===== src/rtl/ysyx_22040125_fwd_scoreboard.sv =====
// ysyx_22040125_fwd_scoreboard: bypass select and hazard stall for the ID instruction, with a long-op busy scoreboard.
// Optional stall counter and stall cause outputs: define YSYX_22040125_FWD_STALL_CNT_EN.
module ysyx_22040125_fwd_scoreboard #(
    parameter int NSRC  = 3,
    parameter int DEPTH = 3,
    parameter int REGW  = 5
) (
    input  logic                      clk,
    input  logic                      rst,
    input  logic                      id_valid,
    input  logic [NSRC*REGW-1:0]      id_rs,
    input  logic [NSRC-1:0]           id_rs_used,
    input  logic [REGW-1:0]           id_rd,
    input  logic                      id_wen,
    input  logic                      id_is_load,
    input  logic                      id_is_long,
    input  logic                      pipe_adv,
    input  logic                      flush,
    input  logic                      long_done,
    input  logic [REGW-1:0]           long_rd,
    output logic [NSRC*(DEPTH+1)-1:0] fwd_sel,
    output logic                      stall
`ifdef YSYX_22040125_FWD_STALL_CNT_EN
    ,
    output logic [31:0]               stall_cnt,
    output logic [1:0]                stall_cause
`endif
);
    localparam int NREG = 2 ** REGW;

    logic [DEPTH:1]  s_valid, s_wen, s_load;
    logic [REGW-1:0] s_rd [1:DEPTH];
    logic [NREG-1:0] busy;
    logic [NSRC-1:0] lu_v, raw_v;
    logic            lu, raw, waw, st, take, issue;

    // Scanning oldest to youngest lets the youngest matching writer win.
    function automatic logic [DEPTH:0] sel_of(input logic [REGW-1:0] rs, input logic hot);
        sel_of = {{DEPTH{1'b0}}, 1'b1};
        for (int k = DEPTH; k >= 1; k--)
            if (hot && s_valid[k] && s_wen[k] && s_rd[k] == rs)
                sel_of = {{DEPTH{1'b0}}, 1'b1} << k;
    endfunction

    for (genvar i = 0; i < NSRC; i++) begin : g_src
        logic [REGW-1:0] rs;
        logic            hot;
        assign rs       = id_rs[i*REGW +: REGW];
        assign hot      = id_rs_used[i] && rs != '0;
        assign fwd_sel[i*(DEPTH+1) +: DEPTH+1] = sel_of(rs, hot);
        assign lu_v[i]  = hot && s_valid[1] && s_load[1] && s_rd[1] == rs;
        assign raw_v[i] = hot && busy[rs];
    end

    assign lu    = |lu_v;
    assign raw   = |raw_v;
    assign waw   = id_wen && id_rd != '0 && busy[id_rd];
    assign st    = id_is_long && |busy;
    assign stall = id_valid && !flush && (lu || raw || waw || st);
    assign take  = id_valid && !flush && !stall;
    assign issue = take && pipe_adv && id_is_long && id_wen && id_rd != '0;

    always_ff @(posedge clk or posedge rst) begin
        if (rst) begin
            s_valid <= '0;
            s_wen   <= '0;
            s_load  <= '0;
            for (int k = 1; k <= DEPTH; k++) s_rd[k] <= '0;
        end else if (pipe_adv) begin
            s_valid[1] <= take;
            s_wen[1]   <= take && id_wen && !id_is_long && id_rd != '0;
            s_load[1]  <= take && id_is_load;
            s_rd[1]    <= id_rd;
            for (int k = 2; k <= DEPTH; k++) begin
                s_valid[k] <= s_valid[k-1];
                s_wen[k]   <= s_wen[k-1];
                s_load[k]  <= s_load[k-1];
                s_rd[k]    <= s_rd[k-1];
            end
        end
    end

    // Issue is written after the clear so a same-index set wins.
    always_ff @(posedge clk or posedge rst) begin
        if (rst) begin
            busy <= '0;
        end else begin
            if (long_done) busy[long_rd] <= 1'b0;
            if (issue) busy[id_rd] <= 1'b1;
        end
    end

`ifdef YSYX_22040125_FWD_STALL_CNT_EN
    logic [1:0] cause;
    assign cause = !stall ? 2'd0 : lu ? 2'd1 : (raw || waw) ? 2'd2 : 2'd3;

    always_ff @(posedge clk or posedge rst) begin
        if (rst) begin
            stall_cnt   <= '0;
            stall_cause <= '0;
        end else begin
            if (stall && id_valid && stall_cnt != '1) stall_cnt <= stall_cnt + 32'd1;
            stall_cause <= cause;
        end
    end
`endif
endmodule


===== config.mk =====
export PLATFORM = sky130hd
export DESIGN_NAME = ysyx_22040125_fwd_scoreboard
export DESIGN_NICKNAME = d
export VERILOG_FILES = /design/src/rtl/ysyx_22040125_fwd_scoreboard.sv
export SDC_FILE = /design/constraint.sdc
export NUM_CORES = 1
export LEC_CHECK = 0
export BUFFER_PORTS_ARGS = -buffer_cell sky130_fd_sc_hd__buf_2
export CAP_MARGIN = 20
export CORE_ASPECT_RATIO = 1.2
export CORE_MARGIN = 2
export CORE_UTILIZATION = 50
export DETAILED_ROUTE_END_ITERATION = 8
export GPL_TIMING_DRIVEN = 0
export HOLD_SLACK_MARGIN = 0.1
export PLACE_DENSITY = 0.68
export SLEW_MARGIN = 30
export SYNTH_ARGS = -nofsm -noshare
export SYNTH_HDL_FRONTEND = slang
export SYNTH_SLANG_ARGS = --single-unit

===== constraint.sdc =====
create_clock -name clk -period 2.65 [get_ports clk]
set_input_delay 0.53 -clock clk [delete_from_list [all_inputs] [get_ports clk]]
set_output_delay 0.53 -clock clk [all_outputs]
set_load 0.01 [all_outputs]

==> insert_results.sql, run 1 <==
INSERT INTO impl_metrics (metric_group, metric, value, unit) VALUES
('detailed_routing', 'firstDrtPassIters', '5', ''),
('final_layout', 'post_layout_nonfiller_instances', '643', ''),
('synthesis', 'post_synth_adder_cell_area', '0', ''),
('pwr', 'netSwitchingPower', '0.719', 'mW'),
('run', 'cap_viol_max_count', '0', ''),
('detailed_routing', 'num_vias', '4208', ''),
('pwr', 'share_comb_of_total_power', '0.299', ''),
('sta', 'maxSlewHeadroom', '0.440', ''),
('die', 'row_count', '38', ''),
('clock_network', 'ctsHoldBuffers', '0', ''),
('detailed_routing', 'total_drc_errors_in_the_routed_layout', '0', ''),
('pwr', 'max-vdd-ir-drop', '0.226', 'mV'),
('worst_setup_path', 'timing.critical_path.required', '2.12', 'ns'),
('synthesis', 'post_synth_xor_area_fraction', '0.0872', ''),
('clock_network', 'cts_tree', 'yes', ''),
('grt', 'grt_pass1_wl', '22.0', 'mm'),
('worst_setup_path', 'cp_data_arrival_time', '2.56', 'ns'),
('placement', 'place.detailed.instances', '617', ''),
('die', 'chipHeight', '108', 'µm'),
('grt', 'antenna_violations_before_repair', '0', ''),
('clock_network', 'cts-buffers-inserted', '5', ''),
('sta', 'max_freq', '0.324', 'GHz'),
('worst_setup_path', 'slowest_delay', '0.49', 'ns'),
('detailed_routing', 'dr.first_iter.drc_count', '312', ''),
('sta', 'maxSlewViolCount', '0', ''),
('clock_network', 'clk_transition_reported_paths', '0.10', 'ns'),
('die', 'die_area', '9820', 'µm²'),
('pwr', 'fin_total_pwr', '2.20', 'mW'),
('synthesis', 'yosys_warnings', '0', ''),
('sta', 'timing.final.ws_setup', '-0.439', 'ns'),
('grt', 'grt_start_max_net_pins', '29', ''),
('synthesis', 'ys_ff_latch', '54', ''),
('pwr', 'clock_power_share', '0.257', ''),
('synthesis', 'synth_nets', '499', ''),
('sta', 'fin_crit_sh', '1.17', ''),
('clock_network', 'cts-root-buf', 'sky130_fd_sc_hd__clkbuf_8', ''),
('grt', 'global_route.usage.total', '0.289', ''),
('sta', 'timing.final.hold_violations', '0', ''),
('worst_setup_path', 'worstSetupEndpointType', 'output pin', ''),
('clock_network', 'worst_skew_pair.late_latency', '0.32', 'ns'),
('placement', 'routability_congestion_estimate', '0.947', ''),
('sta', 'final_setup_violation_count', '1', ''),
('detailed_routing', 'route.final.wire_length', '14.3', 'mm'),
('final_layout', 'fillerInstances', '800', ''),
('die', 'design.core.area', '8890', 'µm²'),
('synthesis', 'synth.yosys.seq_area_share', '0.299', ''),
('worst_setup_path', 'maximum_fanout_along_the_worst_path', '5', ''),
('grt', 'grt_overflow_total', '0', ''),
('status', 'run_status', 'finished, violations left', ''),
('synthesis', 'synth_edf_count', '0', ''),
('die', 'ios', '50', ''),
('pwr', 'seq_power_share', '0.444', ''),
('synthesis', 'post_synth.cell_area_avg', '9.78', 'µm²'),
('final_layout', 'antennaDiodeCount', '0', ''),
('placement', 'dp.final_hpwl', '10.6', 'mm'),
('final_layout', 'final_core_utilization', '0.589', ''),
('detailed_routing', 'avgRoutedWirePerCell', '22.2', 'µm'),
('clock_network', 'htreeDepth', '2', ''),
('detailed_routing', 'postRouteAntennaNets', '0', ''),
('final_layout', 'layout-area-overhead-vs-synth', '15.9', '%'),
('synthesis', 'synth_top_family_by_area', 'multiplexers', ''),
('status', 'failed_checks', 'negative setup slack', ''),
('die', 'die_x', '90.8', 'µm'),
('worst_setup_path', 'timing.critical_path.mode_cell', 'sky130_fd_sc_hd__buf_8', ''),
('pwr', 'power.internal', '1.48', 'mW'),
('synthesis', 'synth.mux.area_fraction', '0.211', ''),
('synthesis', 'synth_ff_type', 'sky130_fd_sc_hd__dfrtp_1', ''),
('grt', 'vias_in_the_first_global_route', '4018', ''),
('die', 'floorplan.initialDensity', '0.508', ''),
('synthesis', 'synth_simple_gate_area_frac', '0.193', ''),
('synthesis', 'synth_cells', '462', '');
## Yosys cell counts (10+ instances only)
cell                       count  area [µm²]
sky130_fd_sc_hd__a32o_1       18         180
sky130_fd_sc_hd__buf_2        10        50.1
sky130_fd_sc_hd__clkbuf_1     15        56.3
sky130_fd_sc_hd__dfrtp_1      54        1350
sky130_fd_sc_hd__mux2_2       29         327
sky130_fd_sc_hd__mux2i_1      35         350
sky130_fd_sc_hd__mux4_2       10         225
sky130_fd_sc_hd__nand2_1      37         139
sky130_fd_sc_hd__nand3_1      13        65.1
sky130_fd_sc_hd__nand4_1      10        62.6
sky130_fd_sc_hd__nor2_1       19        71.3
sky130_fd_sc_hd__nor4_1       19         119
sky130_fd_sc_hd__xnor2_1      26         228
sky130_fd_sc_hd__xor2_1       19         166
## stage by stage
step,setup TNS (ns),setup WS [ns]
finish,-0.439,-0.439
global route,-0.568,-0.456
CTS,-0.301,-0.301
detailed placement,-0.771,-0.533
global placement,-0.542,-0.499
floorplan,0,0.0118
## path summary, 6_finish.rpt
check / from / slack (ns) / end / depth (start not counted)
max reg2reg: busy[0] / 0.21 / s_wen[1] / 7
min reg2reg: s_wen[2] / 0.53 / s_wen[2] / 1
min: rst / 0.17 / busy[14] / 2
min in group clk: id_is_load / 0.47 / s_load[1] / 3
max in group asynchronous: rst / 2.00 / s_rd[13] / 3
max: id_rs[11] / -0.44 / stall / 9
## cells by family (layout without fill, tap and decap cells)
kind of cell | Yosys count | after routing
flip-flops | 54 | 54
AND/OR/NAND/NOR | 159 | 159
XOR/XNOR | 45 | 45
buffers and inverters | 45 | 106
AO/OA/AOI/OAI | 83 | 83
multiplexers | 76 | 76
## worst max-delay path: cells and delay by family
kind	cells	cell delay, ns
muxes	1	0.31
AOI/OAI and AO/OA	5	1.36
buffers and inverters	3	0.35
## layout by cell type (no fill, tap or decap), drive strengths merged, types with 3 or more instances in the layout
cell type,count
and3b,3
a32o,18
clkbuf,23
nor3,8
a21boi,7
a31o,6
a31oi,3
o21a,7
nor2b,8
nor3b,7
mux4,12
nand2,37
nand3,13
a22oi,4
nand3b,4
nor2,19
nand4,10
o32ai,3
xor2,19
dfrtp,54
a21oi,4
and3,9
nand2b,8
inv,8
xnor2,26
a41o,7
nor4,19
or2,3
o211ai,3
o22ai,4
mux2,29
o21ai,5
mux2i,35
buf,74
## what timing repair did
item / CTS / global route
setup endpoints to repair: 3 / 6
buffers inserted: 14 / 4
gates resized for setup: 25 / 18
pin swaps: 6 / 4
## layer usage
| layer | part of all wire | track usage | vias up |
|---|---|---|---|
| li1 | - | - | 1880 |
| met1 | 0.39 | 0.340 | 2069 |
| met2 | 0.50 | 0.501 | 200 |
| met3 | 0.059 | 0.0362 | 59 |
| met4 | 0.057 | 0.185 | 0 |
| met5 | 0 | 0 | - |
## final cells by class
cell class                      count  area [µm²]  area share
Buffer                             37         273      0.0521
Clock buffer                        7        76.3      0.0146
Clock inverter                      1        30.0     0.00573
Inverter                            8        32.5     0.00621
Multi-Input combinational cell    363        2980       0.569
Sequential cell                    54        1360       0.260
Tap cell                          120         150      0.0287
Timing Repair Buffer               53         335      0.0640
## power groups by stage
stage	clock network, mW	logic, mW	registers (mW)
final	0.564	0.657	0.976
after floorplan	0	0.460	0.958
after global placement	0	0.586	0.989
after detailed placement	0	0.604	0.991
after CTS	0.577	0.637	0.974
after global routing	0.589	0.704	0.983
## state kept, by name, indices dropped and copies added (netlist names)
name	count
busy	32
s_wen	3
s_rd	15
s_load	1
s_valid	3
Power figures use the tool's default switching activity.
==> inputs of run 2 (changes only) <==
==> constraint.sdc (replaced) <==
create_clock -name clk -period 2.6 [get_ports clk]
set_input_delay 0.52 -clock clk [delete_from_list [all_inputs] [get_ports clk]]
set_output_delay 0.52 -clock clk [all_outputs]
set_load 0.01 [all_outputs]
==> run 2 against run 1 <==
Against the previous run:
- the run still ends with negative setup slack left
- flip-flop and latch count stayed put
- sequential power about the same
- worst hold slack lost 0.033 ns
- via count is 1.1% lower
==> insert_results.sql, run 2 (same netlist as run 1, synthesis figures left out) <==
INSERT INTO impl_metrics (metric_group, metric, value, unit) VALUES
('detailed_routing', 'postRouteAntennaNets', '0', ''),
('hold_path', 'worstHoldPathType', 'in -> async', ''),
('worst_setup_path', 'timing.critical_path.cells', 'mux2_4 -> a222oi_1 -> a22oi_1 -> o211ai_1 -> o21ai_2 -> o211a_1 -> buf_2', ''),
('placement', 'port_buffers', '34', ''),
('worst_setup_path', 'cp_data_arrival_time', '2.52', 'ns'),
('grt', 'global_route.usage.total', '0.296', ''),
('detailed_routing', 'via_per_inst', '6.54', ''),
('clock_network', 'clock_tree.buffer_depth', '2', ''),
('pwr', 'power.static_leakage', '2.22', 'nW'),
('sta', 'timing.final.ws_setup', '-0.442', 'ns'),
('clock_network', 'htreeDepth', '2', ''),
('final_layout', 'fillerInstances', '818', ''),
('worst_setup_path', 'worst_r2r_path_depth', '8', ''),
('pwr', 'cellPowerDensity', '436', 'nW/µm²'),
('final_layout', 'layout_common_cells', 'sky130_fd_sc_hd__dfrtp_1 (46), sky130_fd_sc_hd__buf_2 (40), sky130_fd_sc_hd__nand2_1 (37), sky130_fd_sc_hd__mux2i_1 (35)', ''),
('clock_network', 'cts-buffers-inserted', '5', ''),
('worst_setup_path', 'rrSetupSlack', '0.17', 'ns'),
('placement', 'place.detailed.instances', '617', ''),
('final_layout', 'max_flop_register', 'busy', ''),
('status', 'run_status', 'finished, violations left', ''),
('status', 'failed_checks', 'negative setup slack', ''),
('final_layout', 'largestRegisters', 'busy x32, s_rd x15', ''),
('die', 'chipHeight', '108', 'µm'),
('grt', 'grt_overflow_total', '0', ''),
('die', 'floorplan.initialDensity', '0.508', ''),
('detailed_routing', 'wirelength_met1', '5.44', 'mm'),
('worst_setup_path', 'slowest_delay', '0.44', 'ns'),
('worst_setup_path', 'timing.critical_path.required', '2.08', 'ns'),
('clock_network', 'cts_tree', 'yes', ''),
('grt', 'grt_pass1_wl', '22.5', 'mm'),
('detailed_routing', 'maxUsedRoutingLayer', 'met4', ''),
('final_layout', 'post_layout_nonfiller_instances', '637', ''),
('grt', 'vias_in_the_first_global_route', '4131', ''),
('clock_network', 'worst_skew_pair.late_latency', '0.33', 'ns'),
('detailed_routing', 'met2_wirelength', '7.26', 'mm'),
('sta', 'timing.final.hold_violations', '0', ''),
('die', 'ios', '50', ''),
('worst_setup_path', 'critPathLaunch', 'busy[5]', ''),
('worst_setup_path', 'worstSetupPathDepth', '7', ''),
('worst_setup_path', 'timing.critical_path.max_delay_family', 'compound AO/OA/AOI/OAI gates', ''),
('sta', 'fin_crit_sh', '1.17', ''),
('final_layout', 'antennaDiodeCount', '0', ''),
('worst_setup_path', 'reg2reg_to', 'busy[23]', ''),
('final_layout', 'num-nets-final', '553', ''),
('worst_setup_path', 'maximum_fanout_along_the_worst_path', '2', ''),
('pwr', 'max-vdd-ir-drop', '0.244', 'mV'),
('worst_setup_path', 'critical_path.reg2reg.startpoint', 's_rd[11]', ''),
('die', 'die_area', '9820', 'µm²'),
('detailed_routing', 'firstDrtPassIters', '5', ''),
('die', 'row_count', '38', ''),
('detailed_routing', 'dr.first_iter.drc_count', '311', ''),
('detailed_routing', 'avgRoutedWirePerCell', '22.4', 'µm'),
('detailed_routing', 'num_vias', '4163', ''),
('sta', 'max_freq', '0.329', 'GHz'),
('worst_setup_path', 'critical_path.startpoint_type', 'register', ''),
('worst_setup_path', 'worstSetupEndpointType', 'output pin', ''),
('worst_setup_path', 'crit_end', 'stall', ''),
('detailed_routing', 'route.final.wire_length', '14.3', 'mm'),
('sta', 'finalCriticalPeriod', '3.04', 'ns'),
('clock_network', 'cts-root-buf', 'sky130_fd_sc_hd__clkbuf_8', ''),
('final_layout', 'max_reg_flops', '32', ''),
('sta', 'final_setup_violation_count', '1', ''),
('run', 'cap_viol_max_count', '0', ''),
('die', 'design.core.area', '8890', 'µm²'),
('final_layout', 'layout_commonest_cell', 'sky130_fd_sc_hd__dfrtp_1', ''),
('sta', 'maxSlewHeadroom', '0.464', ''),
('sta', 'grt_setup_unrepaired', 'yes', ''),
('placement', 'pre_cts_ws', '-0.603', 'ns'),
('sta', 'timing.clock.skew', '0.0128', 'ns'),
('worst_setup_path', 'critical_path.n_buffers_inverters', '1', ''),
('worst_setup_path', 'setup.worst_path.class', 'reg -> out', ''),
('detailed_routing', 'total_drc_errors_in_the_routed_layout', '0', ''),
('die', 'die_x', '90.8', 'µm'),
('clock_network', 'clk_transition_reported_paths', '0.11', 'ns'),
('clock_network', 'clkSinkCount', '54', ''),
('detailed_routing', 'dr_wl_met3', '727', 'µm'),
('placement', 'dp.final_hpwl', '10.8', 'mm'),
('grt', 'antenna_violations_before_repair', '0', ''),
('sta', 'maxSlewViolCount', '0', ''),
('grt', 'grt_start_max_net_pins', '33', ''),
('final_layout', 'layout-area-overhead-vs-synth', '15.6', '%'),
('placement', 'routability_congestion_estimate', '0.986', ''),
('final_layout', 'post_route_cells_drive_above_1_share', '0.294', ''),
('worst_setup_path', 'critPathSlowestCell', 'sky130_fd_sc_hd__dfrtp_2', ''),
('sta', 'tns', '-0.442', 'ns'),
('sta', 'tightestPinTransition', '0.798', 'ns');
==> run 2: cell types whose count changed in the layout (fill, tap and decap cells not counted), sizes merged <==
| cell | delta |
|---|---|
| buf | -4 |
| clkbuf | -4 |
| clkinv | +1 |
| inv | +1 |
==> run 2: how the worst min path moves through the flow <==
stage          cells after the start    endpoint  slack, ns
3_3_place_gp                       1    s_wen[3]       0.49
5_1_grt                            2  s_valid[1]       0.17
2_1_floorplan                      1  s_valid[3]       0.48
3_5_place_dp                       1  s_valid[3]       0.50
4_1_cts                            2     s_rd[8]       0.15
6_report                           2     s_rd[8]       0.14
==> run 2: cell type report <==
cell class,instances,area (µm²),area share
multi-input combinational,363,3010,0.577
timing repair buffer,47,287,0.0549
clock buffer,5,68.8,0.0132
inverter,8,32.5,0.00623
sequential,54,1360,0.261
tap,120,150,0.0288
buffer,37,264,0.0506
clock inverter,3,47.5,0.00911
==> run 2: report_power, final <==
| part | total [mW] | switching, mW | internal, mW |
|---|---|---|---|
| clock network | 0.611 | 0.318 | 0.293 |
| logic | 0.664 | 0.345 | 0.319 |
| registers | 1.00 | 0.106 | 0.896 |
| total | 2.28 | 0.769 | 1.51 |
==> run 2: repair_timing <==
action,4_1_cts,5_1_grt
hold buffers,0,0
buffers inserted,9,3
gates resized for setup,20,22
endpoints found under the setup margin,5,10
pin swaps,4,3
==> run 2: per-stage QoR <==
step           utilization  hold WS [ns]  power (mW)  instance area, µm²
5_1_grt              0.587         0.168        2.37                5220
6_report             0.587         0.142        2.28                5220
3_5_place_dp         0.547         0.499        1.63                4870
4_1_cts              0.575         0.150        2.25                5110
2_1_floorplan            -         0.481        1.45                4520
3_3_place_gp         0.545         0.492        1.61                4840
==> run 2: layer usage <==
metal  GRT usage  vias to the layer above
met1       0.342                     2085
met3      0.0341                       51
met4       0.163                        0
met2       0.535                      163
met5           0                        -
li1            -                     1864
==> inputs of run 3 (changes only) <==
--- a/config.mk
+++ b/config.mk
@@ -5,7 +5,7 @@
 export SDC_FILE = /design/constraint.sdc
 export NUM_CORES = 1
 export LEC_CHECK = 0
-export BUFFER_PORTS_ARGS = -buffer_cell sky130_fd_sc_hd__buf_2
+export BUFFER_PORTS_ARGS = -buffer_cell sky130_fd_sc_hd__clkbuf_2
 export CAP_MARGIN = 20
 export CORE_ASPECT_RATIO = 1.2
 export CORE_MARGIN = 2
==> run 3 against run 2 <==
Against the previous run:
- the run still ends with negative setup slack left
- clock skew about the same
- global-route usage up 0.18 points
- cell count is 0.63% higher
- total power is 0.34% lower
- critical path depth rose by 2
- non-clock buffer count grew 4
- clock power decreased by 0.8%
- fmax decreased by 0.73%
- routed wire length increased by 0.58%
- critical path type is now in -> out
- highest routed layer unchanged
==> insert_results.sql, run 3 (same netlist as run 1, synthesis figures left out) <==
INSERT INTO impl_metrics (metric_group, metric, value, unit) VALUES
('grt', 'grt_pass1_wl', '22.5', 'mm'),
('sta', 'fin_worst_hold_slack', '0.131', 'ns'),
('final_layout', 'num-nets-final', '557', ''),
('grt', 'grtUsageMet1', '0.338', ''),
('worst_setup_path', 'critical_path.startpoint_type', 'input port', ''),
('pwr', 'max-vdd-ir-drop', '0.350', 'mV'),
('final_layout', 'max_flop_register', 'busy', ''),
('final_layout', 'max_reg_flops', '32', ''),
('worst_setup_path', 'maximum_fanout_along_the_worst_path', '4', ''),
('detailed_routing', 'firstDrtPassIters', '5', ''),
('worst_setup_path', 'setup.worst_path.class', 'in -> out', ''),
('grt', 'grt_start_max_net_pins', '33', ''),
('sta', 'grt_setup_unrepaired', 'yes', ''),
('sta', 'timing.final.ws_setup', '-0.464', 'ns'),
('status', 'run_status', 'finished, violations left', ''),
('clock_network', 'cts-root-buf', 'sky130_fd_sc_hd__clkbuf_8', ''),
('final_layout', 'post_layout_nonfiller_instances', '641', ''),
('final_layout', 'layout_commonest_cell', 'sky130_fd_sc_hd__dfrtp_1', ''),
('sta', 'maxSlewViolCount', '0', ''),
('die', 'die_x', '90.8', 'µm'),
('grt', 'gr-usage-met3', '0.0362', ''),
('sta', 'maxSlewHeadroom', '0.461', ''),
('detailed_routing', 'via_per_inst', '6.56', ''),
('detailed_routing', 'total_drc_errors_in_the_routed_layout', '0', ''),
('sta', 'finalCriticalPeriod', '3.06', 'ns'),
('grt', 'vias_in_the_first_global_route', '4194', ''),
('sta', 'final_setup_violation_count', '1', ''),
('worst_setup_path', 'cp_data_arrival_time', '2.54', 'ns'),
('worst_setup_path', 'worst_r2r_path_depth', '8', ''),
('grt', 'antenna_violations_before_repair', '0', ''),
('detailed_routing', 'avgRoutedWirePerCell', '22.4', 'µm'),
('placement', 'place.detailed.instances', '617', ''),
('worst_setup_path', 'timing.critical_path.required', '2.08', 'ns'),
('sta', 'fin_crit_sh', '1.18', ''),
('placement', 'pre_cts_ws', '-0.638', 'ns'),
('placement', 'port_buffers', '34', ''),
('worst_setup_path', 'worstSetupEndpointType', 'output pin', ''),
('die', 'chipHeight', '108', 'µm'),
('clock_network', 'cts-buffers-inserted', '5', ''),
('final_layout', 'area_of_the_multi_input_gates', '3000', 'µm²'),
('die', 'floorplan.initialDensity', '0.508', ''),
('clock_network', 'cts_tree', 'yes', ''),
('status', 'failed_checks', 'negative setup slack', ''),
('final_layout', 'fillerInstances', '824', ''),
('placement', 'routability_congestion_estimate', '1.02', ''),
('clock_network', 'ctsHoldBuffers', '0', ''),
('placement', 'dp.final_hpwl', '10.9', 'mm'),
('grt', 'grt_overflow_total', '0', ''),
('clock_network', 'clkSinkCount', '54', ''),
('sta', 'timing.final.hold_violations', '0', ''),
('pwr', 'cellPowerDensity', '433', 'nW/µm²'),
('placement', 'placed_cell_area', '4870', 'µm²'),
('detailed_routing', 'num_vias', '4202', ''),
('die', 'die_area', '9820', 'µm²'),
('grt', 'grt.met2_usage', '0.538', ''),
('detailed_routing', 'postRouteAntennaNets', '0', ''),
('sta', 'timing.clock.skew', '0.0132', 'ns'),
('final_layout', 'layout_common_cells', 'sky130_fd_sc_hd__dfrtp_1 (46), sky130_fd_sc_hd__nand2_1 (37), sky130_fd_sc_hd__clkbuf_2 (36), sky130_fd_sc_hd__mux2i_1 (35), sky130_fd_sc_hd__mux2_2 (28)', ''),
('sta', 'max_freq', '0.326', 'GHz'),
('die', 'design.core.area', '8890', 'µm²'),
('final_layout', 'layout-area-overhead-vs-synth', '16.0', '%'),
('hold_path', 'worstHoldPathType', 'in -> async', ''),
('run', 'cap_viol_max_count', '0', ''),
('pwr', 'fin_total_pwr', '2.27', 'mW'),
('worst_setup_path', 'rrSetupSlack', '0.11', 'ns'),
('detailed_routing', 'dr.first_iter.drc_count', '320', ''),
('worst_setup_path', 'reg2reg_to', 's_valid[1]', ''),
('final_layout', 'largestRegisters', 'busy x32, s_rd x15', ''),
('clock_network', 'worst_skew_pair.late_latency', '0.33', 'ns'),
('detailed_routing', 'route.final.wire_length', '14.3', 'mm'),
('die', 'ios', '50', ''),
('worst_setup_path', 'critical_path.reg2reg.startpoint', 'busy[5]', ''),
('clock_network', 'clock_tree.buffer_depth', '2', ''),
('sta', 'tightestPinTransition', '0.801', 'ns'),
('pwr', 'power.static_leakage', '2.24', 'nW'),
('die', 'row_count', '38', ''),
('final_layout', 'post_route_cells_drive_above_1_share', '0.299', ''),
('final_layout', 'area.sequential', '1360', 'µm²'),
('final_layout', 'antennaDiodeCount', '0', ''),
('final_layout', 'layout.cell_area.non_filler', '5240', 'µm²'),
('clock_network', 'clk_transition_reported_paths', '0.11', 'ns'),
('clock_network', 'htreeDepth', '2', ''),
('grt', 'grt_busiest_layer', 'met2', ''),
('grt', 'global_route.usage.total', '0.297', '');
## run 3: cell count changes in the layout (fill, tap and decap cells not counted)
cell / previous run / this run
sky130_fd_sc_hd__nor4_1: 15 / 16
sky130_fd_sc_hd__clkbuf_2: 2 / 36
sky130_fd_sc_hd__nor4_2: 2 / 1
sky130_fd_sc_hd__buf_2: 40 / 7
sky130_fd_sc_hd__buf_4: 17 / 21
sky130_fd_sc_hd__buf_6: 4 / 3
sky130_fd_sc_hd__mux2_4: 3 / 1
sky130_fd_sc_hd__mux2_2: 26 / 28
sky130_fd_sc_hd__clkbuf_1: 12 / 11
sky130_fd_sc_hd__clkbuf_8: 5 / 6
## run 3: cell type report
cell class              instances  share of cell area
multi-input cells             363               0.572
clock buffers                   5              0.0131
repair buffers                 51              0.0609
inverters                       8             0.00621
well taps                     120              0.0286
plain buffers                  37              0.0506
clock inverters                 3             0.00907
flip-flops and latches         54               0.260
## run 3: where the power goes
| group | switching (mW) | internal [mW] | total (mW) |
|---|---|---|---|
| clock | 0.313 | 0.293 | 0.606 |
| combinational | 0.345 | 0.319 | 0.664 |
| sequential | 0.102 | 0.896 | 0.999 |
| total | 0.761 | 1.51 | 2.27 |
## run 3: how the worst max path moves through the flow
stage | depth (start not counted) | slack, ns | to | from
floorplan | 7 | 0.002 | stall | id_rs[1]
global placement | 9 | -0.59 | stall | id_rs[11]
detailed placement | 9 | -0.64 | stall | id_rs[11]
CTS | 9 | -0.41 | stall | id_rs[11]
global route | 7 | -0.48 | stall | busy[5]
finish | 9 | -0.46 | stall | id_rs[11]
## run 3: worst max-delay path, stage by stage
cell and delay (ns):
sky130_fd_sc_hd__clkbuf_8 0.12, sky130_fd_sc_hd__buf_8 0.12, sky130_fd_sc_hd__mux2_4 0.30, sky130_fd_sc_hd__a222oi_1 0.45, sky130_fd_sc_hd__a22oi_1 0.16, sky130_fd_sc_hd__o211ai_1 0.39, sky130_fd_sc_hd__o21ai_2 0.13, sky130_fd_sc_hd__o211a_1 0.24
sky130_fd_sc_hd__clkbuf_2 0.12
## run 3: what timing repair did
item / in CTS / in global routing
endpoints found under the hold margin: 0 / 0
gates cloned: 0 / 0
pin swaps: 4 / 3
setup buffers: 11 / 5
endpoints found under the setup margin: 5 / 6
gates resized for setup: 16 / 24
## run 3: layer usage
layer | vias to the layer above | part of all wire
met5 | - | 0
met4 | 0 | 0.056
met3 | 57 | 0.057
met2 | 196 | 0.51
met1 | 2071 | 0.37
li1 | 1878 | -
## run 3: through the flow
step | setup TNS (ns) | utilization
final | -0.464 | 0.590
after global routing | -0.477 | 0.590
after CTS | -0.414 | 0.577
after detailed placement | -1.75 | 0.547
after global placement | -1.19 | 0.545
after floorplan | 0 | -
